**config.mk**
```make
export PLATFORM = sky130hd
export DESIGN_NAME = disp_mem_sched
export DESIGN_NICKNAME = d
export VERILOG_FILES = /design/src/rtl/disp_pkg.sv /design/src/rtl/disp_addr_gen.sv /design/src/rtl/disp_mem_sched.sv
export SDC_FILE = /design/constraint.sdc
export NUM_CORES = 1
export LEC_CHECK = 0
export ABC_AREA = 1
export ABC_CLOCK_PERIOD_IN_PS = 4200
export BUFFER_PORTS_ARGS = -buffer_cell sky130_fd_sc_hd__buf_2
export CAP_MARGIN = 20
export CORE_ASPECT_RATIO = 2
export CORE_MARGIN = 2
export CORE_UTILIZATION = 54
export CTS_CLUSTER_SIZE = 40
export DETAILED_ROUTE_END_ITERATION = 16
export HOLD_SLACK_MARGIN = 0.06
export PLACE_DENSITY_LB_ADDON = 0.3
export SYNTH_ARGS = -nofsm -noshare
export SYNTH_HDL_FRONTEND = slang
export SYNTH_SLANG_ARGS = --single-unit
```
**constraint.sdc**
```tcl
create_clock -name clk -period 4.2 [get_ports clk]
set_input_delay 0.63 -clock clk [delete_from_list [all_inputs] [get_ports clk]]
set_output_delay 0.63 -clock clk [all_outputs]
set_load 0.01 [all_outputs]
```
**src/rtl/disp_pkg.sv**
```systemverilog
// Shared display-path definitions: scheduler states and 720p timing constants.
package disp_pkg;

  typedef enum logic [2:0] {
    IDLE,
    REQ_D,
    WAIT_D,
    REQ_C,
    WAIT_C
  } sched_state_t;

  localparam int H_ACTIVE    = 1280;
  localparam int V_ACTIVE    = 720;
  localparam int V_ACT_START = 25;
  localparam int BURST_LEN   = 64;
  localparam int BURSTS      = H_ACTIVE / BURST_LEN;

endpackage

```
**src/rtl/disp_addr_gen.sv**
```systemverilog
// Row/burst counters for the display fetch. The burst address is kept as a
// running sum so no multiplier is needed; everything wraps modulo 2^ADDR_W.
module disp_addr_gen #(
  parameter int ADDR_W      = 24,
  parameter int FB_BASE     = 0,
  parameter int LINE_STRIDE = 1280,
  parameter int BURST_LEN   = 64,
  parameter int BURSTS      = 20
) (
  input  logic              clk,
  input  logic              rst,
  input  logic              start,
  input  logic              first,
  input  logic              advance,
  output logic [ADDR_W-1:0] disp_addr,
  output logic              last_burst
);

  localparam int IDX_W = $clog2(BURSTS + 1);
  localparam logic [ADDR_W-1:0] BASE   = ADDR_W'(FB_BASE);
  localparam logic [ADDR_W-1:0] STRIDE = ADDR_W'(LINE_STRIDE);
  localparam logic [ADDR_W-1:0] BSTEP  = ADDR_W'(BURST_LEN);

  logic [ADDR_W-1:0] row_base;
  logic [ADDR_W-1:0] next_row;
  logic [IDX_W-1:0]  burst_idx;

  assign next_row   = first ? BASE : row_base + STRIDE;
  assign last_burst = (burst_idx == IDX_W'(BURSTS - 1));

  // A new line restarts at its row base; it takes priority over a completing burst.
  always_ff @(posedge clk or posedge rst) begin
    if (rst) begin
      row_base  <= BASE;
      disp_addr <= BASE;
      burst_idx <= '0;
    end else if (start) begin
      row_base  <= next_row;
      disp_addr <= next_row;
      burst_idx <= '0;
    end else if (advance) begin
      disp_addr <= disp_addr + BSTEP;
      burst_idx <= burst_idx + IDX_W'(1);
    end
  end

endmodule

```
**src/rtl/disp_mem_sched.sv**
```systemverilog
// Shared framebuffer port scheduler: fetches each active line as a series of
// display bursts and interleaves generic client bursts with bounded starvation.
module disp_mem_sched
  import disp_pkg::*;
#(
  parameter int ADDR_W      = 24,
  parameter int FB_BASE     = 0,
  parameter int LINE_STRIDE = 1280,
  parameter int STARVE_MAX  = 4
) (
  input  logic              clk,
  input  logic              rst,
  input  logic              line_start,
  input  logic [11:0]       v_cnt,
  input  logic              cl_req,
  input  logic [ADDR_W-1:0] cl_addr,
  input  logic              cl_we,
  output logic              cl_gnt,
  output logic              cl_done,
  output logic              mem_req,
  output logic [ADDR_W-1:0] mem_addr,
  output logic              mem_we,
  output logic              mem_src,
  input  logic              mem_ack,
  input  logic              mem_done,
  output logic              buf_sel,
  output logic              fetch_busy,
  output logic              underrun
);

  localparam int ST_W = $clog2(STARVE_MAX + 1);
  localparam logic [ST_W-1:0] STARVE_TOP = ST_W'(STARVE_MAX);
  localparam logic [11:0] V_FIRST = 12'(V_ACT_START - 1);
  localparam logic [11:0] V_END   = 12'(V_ACT_START + V_ACTIVE - 1);

  sched_state_t      state;
  logic              pending;
  logic              stale;
  logic [ST_W-1:0]   starve;
  logic [ADDR_W-1:0] disp_addr;
  logic              last_burst;
  logic              line_ok;
  logic              start_line;
  logic              first_line;
  logic              disp_done;
  logic              advance;
  logic              final_done;
  logic              still_pending;
  logic              set_stale;

  assign line_ok    = (v_cnt >= V_FIRST) && (v_cnt < V_END);
  assign start_line = line_start && line_ok;
  assign first_line = (v_cnt == V_FIRST);

  // A burst that was already issued when its line got dropped must not move
  // the new line's counters; 'stale' marks that burst.
  assign disp_done     = (state == WAIT_D) && mem_done;
  assign advance       = disp_done && !stale;
  assign final_done    = advance && last_burst;
  assign still_pending = pending && !final_done;
  assign set_stale     = line_start && pending &&
                         ((state == REQ_D) || ((state == WAIT_D) && !mem_done));

  assign fetch_busy = pending || (state == REQ_D) || (state == WAIT_D);
  assign cl_gnt     = (state == REQ_C) && mem_ack;

  disp_addr_gen #(
    .ADDR_W      (ADDR_W),
    .FB_BASE     (FB_BASE),
    .LINE_STRIDE (LINE_STRIDE),
    .BURST_LEN   (BURST_LEN),
    .BURSTS      (BURSTS)
  ) u_addr_gen (
    .clk        (clk),
    .rst        (rst),
    .start      (start_line),
    .first      (first_line),
    .advance    (advance),
    .disp_addr  (disp_addr),
    .last_burst (last_burst)
  );

  // Line bookkeeping: pending work, buffer half, underrun flag and stale-burst marker.
  always_ff @(posedge clk or posedge rst) begin
    if (rst) begin
      pending  <= 1'b0;
      stale    <= 1'b0;
      buf_sel  <= 1'b0;
      underrun <= 1'b0;
    end else begin
      underrun <= line_start && still_pending;
      if (line_start) begin
        pending <= line_ok;
      end else if (final_done) begin
        pending <= 1'b0;
      end
      if (start_line) begin
        buf_sel <= ~buf_sel;
      end
      if (set_stale) begin
        stale <= 1'b1;
      end else if (disp_done) begin
        stale <= 1'b0;
      end
    end
  end

  // Arbitration FSM: one burst outstanding, display first unless the client is starved.
  always_ff @(posedge clk or posedge rst) begin
    if (rst) begin
      state    <= IDLE;
      starve   <= '0;
      mem_req  <= 1'b0;
      mem_addr <= '0;
      mem_we   <= 1'b0;
      mem_src  <= 1'b0;
      cl_done  <= 1'b0;
    end else begin
      cl_done <= 1'b0;
      case (state)
        IDLE: begin
          if (pending && !line_start && !(cl_req && (starve == STARVE_TOP))) begin
            state    <= REQ_D;
            mem_req  <= 1'b1;
            mem_addr <= disp_addr;
            mem_we   <= 1'b0;
            mem_src  <= 1'b0;
          end else if (cl_req) begin
            state    <= REQ_C;
            mem_req  <= 1'b1;
            mem_addr <= cl_addr;
            mem_we   <= cl_we;
            mem_src  <= 1'b1;
          end
        end
        REQ_D: begin
          if (mem_ack) begin
            mem_req <= 1'b0;
            state   <= WAIT_D;
          end
        end
        WAIT_D: begin
          if (mem_done) begin
            state <= IDLE;
            if (cl_req && (starve != STARVE_TOP)) begin
              starve <= starve + ST_W'(1);
            end
          end
        end
        REQ_C: begin
          if (mem_ack) begin
            mem_req <= 1'b0;
            state   <= WAIT_C;
          end
        end
        WAIT_C: begin
          if (mem_done) begin
            cl_done <= 1'b1;
            starve  <= '0;
            state   <= IDLE;
          end
        end
        default: state <= IDLE;
      endcase
    end
  end

endmodule

```
==> flow_metrics.tcl <==
set metrics [dict create \
    synthMostInstantiatedCell "sky130_fd_sc_hd__nand2_1" \
    die_boundary_height_um 139 \
    area_delta_synth_final_pct 14.5 \
    netlist-cell-type-count 35 \
    yosys_warning_total 0 \
    power.net_switching_w 0.00124 \
    cp-startpoint "v_cnt[3]" \
    placement_rows 49 \
    yosysSeqAreaShare 0.464 \
    switching_share 0.372 \
    maxCapViolations 0 \
    cts_resized 0 \
    core_um2 8890 \
    wl_per_cell_um 14.2 \
    gpl.final_weighted_congestion 0.879 \
    clock-sinks 91 \
    synth_top_area_frac 0.464 \
    reg2reg_depth 7 \
    final-max-slew-violation-count 0 \
    period_minus_slack_ps 2500 \
    clk_pin_slew_ps 70 \
    ys_top_cells_by_area "sky130_fd_sc_hd__dfrtp_1 (46%), sky130_fd_sc_hd__nand2_1 (15%), sky130_fd_sc_hd__nor2_1 (6.4%)" \
    final_wl_mm 11.8 \
    clockRootBuffer "sky130_fd_sc_hd__clkbuf_16" \
    first_global_vias 4346 \
    timing.critical_path.slowest_stage_cell "sky130_fd_sc_hd__nand3_2" \
    grt_setup_unrepaired "false" \
    async_reset_ff_frac 1.00 \
    worst_hold_path_type "in2async" \
    final.setup.worst_slack_ps 1700 \
    synth_commonest_cells "sky130_fd_sc_hd__nand2_1 (191), sky130_fd_sc_hd__dfrtp_1 (91), sky130_fd_sc_hd__nor2_1 (83)" \
    tightestPinTransition_ps 1020 \
    tritoncts "built" \
    postSynthRegisterBits 91 \
    clk-insertion-delay-late_ps 340 \
    pwr-share-seq 0.416 \
    final_antenna_net_count 0 \
    startpoint_type "primary input" \
    via_count 4467 \
    final.fill_count 790 \
    post-cts-setup-buffer-count 0 \
    fmaxAchievable_mhz 401 \
    worst_ep_arrival_time_ps 2740 \
    worst_r2r_startpoint "starve[0]" \
    totalPowerFinal_w 0.00333 \
    grtUsageTotal 0.248 \
    syn_area_um2 4910 \
    cp_slowest_stage_delay_ps 760 \
    worst_slew_margin_rel 0.321 \
    clock_path_buffers 2 \
    ff2ff_setup_slack_ps 2280 \
    synth_nets 702 \
    finClkSkew_ps 4.67 \
    crit_path_cell_trace "buf_2 > nor2_1 > o21bai_1 > nand2_1 > nand3_2 > nor2_8 > inv_1 > o21ai_0" \
    holdBufCountCts 0 \
    pwr-share-comb 0.322 \
    detailedRoute.firstPassIterationCount 5 \
    worstPathMaxFanout 47 \
    ioPinCount 75 \
    dominantRegCellSynth "sky130_fd_sc_hd__dfrtp_1" \
    drt-initial-drc-count 248 \
    totalNegativeSetupSlack_ps 0 \
    outcome "finished, final reports clean" \
    setup_viol 0 \
    grt_start_max_net_pins 52 \
    num_antenna_cells 0 \
    post_synth_inst_count 654 \
    crit_required_ps 4450 \
    wire_length_of_the_first_global_routing_pass_mm 20.0 \
    drc_errors 0 \
    initial_antenna_violation_count 0 \
    route.detailed.vias_per_inst 5.39 \
    initial_utilization 0.552 \
    power.density_nw_per_um2 593 \
    peakVddDrop_mv 0.265 \
    timing.critical_path.depth 8 \
    cell_internal_power_dissipation_w 0.00209 \
    number_of_synthesized_flops_with_an_enable_pin 0 \
    r2r_path_end "mem_addr[10]" \
    grt_remaining_overflow 0 \
    die-area_um2 9910 \
    clock_tree.htree_level_count 3 \
    finish.net_count 770 \
    pre_cts_worst_setup_slack_ps 1350 \
    syn_area_per_cell_um2 7.50 \
    critical-path-top-delay-family "simple AND/OR/NAND/NOR gates" \
    post-dp-hpwl_mm 8.61 \
    crit_path_category "in2reg" \
    numPortBuffers 74 \
    setup.worst_path.end "u_addr_gen.disp_addr[5]" \
    p_leak_nw 2.95 \
    share_of_layout_cells_above_drive_strength_1 0.154 \
    worstPathBufferInverterCount 2 \
    yosys.area.top_type "sky130_fd_sc_hd__dfrtp_1" \
    timing.final.crit_share 0.594 \
    postLayoutCoreUtil 0.632 \
    die_width_um 71.4 \
    crit_path_end_kind "register" \
    clockPowerShare 0.263 \
    hold_violations 0 \
    tritoncts.num_buffers 9 \
]
area by class of cell:
type | count | area [µm²] | share of cell area
clock buffer | 10 | 239 | 0.0425
clock inverter | 6 | 87.6 | 0.0156
multi-input combinational | 464 | 2200 | 0.392
inverter | 81 | 305 | 0.0543
tap | 102 | 128 | 0.0227
sequential | 91 | 2280 | 0.405
timing repair buffer | 75 | 378 | 0.0672
cell families (layout without fill, tap and decap cells):
family          Yosys count  count (layout)  share of synthesized area
simple gates            340             340                      0.299
compound gates          103             103                      0.109
flops                    91              91                      0.464
xor+xnor                 16              16                     0.0286
fa+ha+maj                 5               5                     0.0128
buf+inv                  99             172                     0.0865
cell usage in the layout (no fill, tap or decap), types with 3 or more instances in the layout:
cell and count:
sky130_fd_sc_hd__o21ai_0 62, sky130_fd_sc_hd__nand2_1 191, sky130_fd_sc_hd__clkinv_2 3, sky130_fd_sc_hd__xnor2_1 3, sky130_fd_sc_hd__buf_2 74, sky130_fd_sc_hd__nor3_1 5
sky130_fd_sc_hd__clkbuf_16 9, sky130_fd_sc_hd__ha_1 5, sky130_fd_sc_hd__o211ai_1 4, sky130_fd_sc_hd__nand4_1 11, sky130_fd_sc_hd__inv_2 3, sky130_fd_sc_hd__dfrtp_1 91
sky130_fd_sc_hd__inv_1 77, sky130_fd_sc_hd__o21ai_1 20, sky130_fd_sc_hd__nand3_1 25, sky130_fd_sc_hd__a21oi_1 12, sky130_fd_sc_hd__nor2_4 4, sky130_fd_sc_hd__o21bai_1 3
sky130_fd_sc_hd__nand2_2 3, sky130_fd_sc_hd__or2_1 4, sky130_fd_sc_hd__nor2_1 83, sky130_fd_sc_hd__nand3_2 3, sky130_fd_sc_hd__xor2_1 13
worst register-to-register path, stage by stage, from the launching register on:
cell and delay [ps]:
sky130_fd_sc_hd__dfrtp_1 380, sky130_fd_sc_hd__inv_1 90, sky130_fd_sc_hd__ha_1 180, sky130_fd_sc_hd__nand3_1 100, sky130_fd_sc_hd__nand2_2 400, sky130_fd_sc_hd__inv_2 290
sky130_fd_sc_hd__o21ai_0 260, sky130_fd_sc_hd__o21ai_1 100
how the worst min path moves through the flow:
stage,from,slack (ps),endpoint,depth (start not counted)
2_1_floorplan,u_addr_gen.disp_addr[0],450,u_addr_gen.disp_addr[0],2
3_3_place_gp,mem_we,460,mem_we,2
3_5_place_dp,mem_we,460,mem_we,2
4_1_cts,rst,400,u_addr_gen.row_base[22],2
5_1_grt,rst,440,mem_addr[17],2
6_report,rst,380,mem_addr[17],2
registers in the layout, indices dropped and copies added, names as in the netlist:
register	cells
underrun	1
u_addr_gen.row_base	24
u_addr_gen.disp_addr	24
u_addr_gen.burst_idx	5
mem_src	1
buf_sel	1
mem_we	1
mem_req	1
stale	1
state	3
cl_done	1
starve	3
mem_addr	24
pending	1
power groups by stage:
stage	registers [W]	clock network, W	logic, W
global route	0.00142	0.000921	0.00123
floorplan	0.00140	0	0.000731
finish	0.00139	0.000875	0.00107
CTS	0.00138	0.000887	0.00108
global placement	0.00138	0	0.00104
detailed placement	0.00139	0	0.00107
metal layers:
| layer | vias up | GRT usage | routed length (µm) |
|---|---|---|---|
| met5 | - | 0 | 0 |
| met4 | 0 | 0.0864 | 218 |
| li1 | 2209 | - | - |
| met2 | 118 | 0.440 | 6440 |
| met1 | 2122 | 0.299 | 4690 |
| met3 | 18 | 0.0371 | 427 |
through the flow:
step,instance area (µm²),hold slack (ps),cells
floorplan,4910,454,654
global placement,5290,457,813
detailed placement,5290,465,813
CTS,5620,402,829
global route,5620,435,829
finish,5620,378,829
Note: power is estimated with default switching activity, not from simulation.
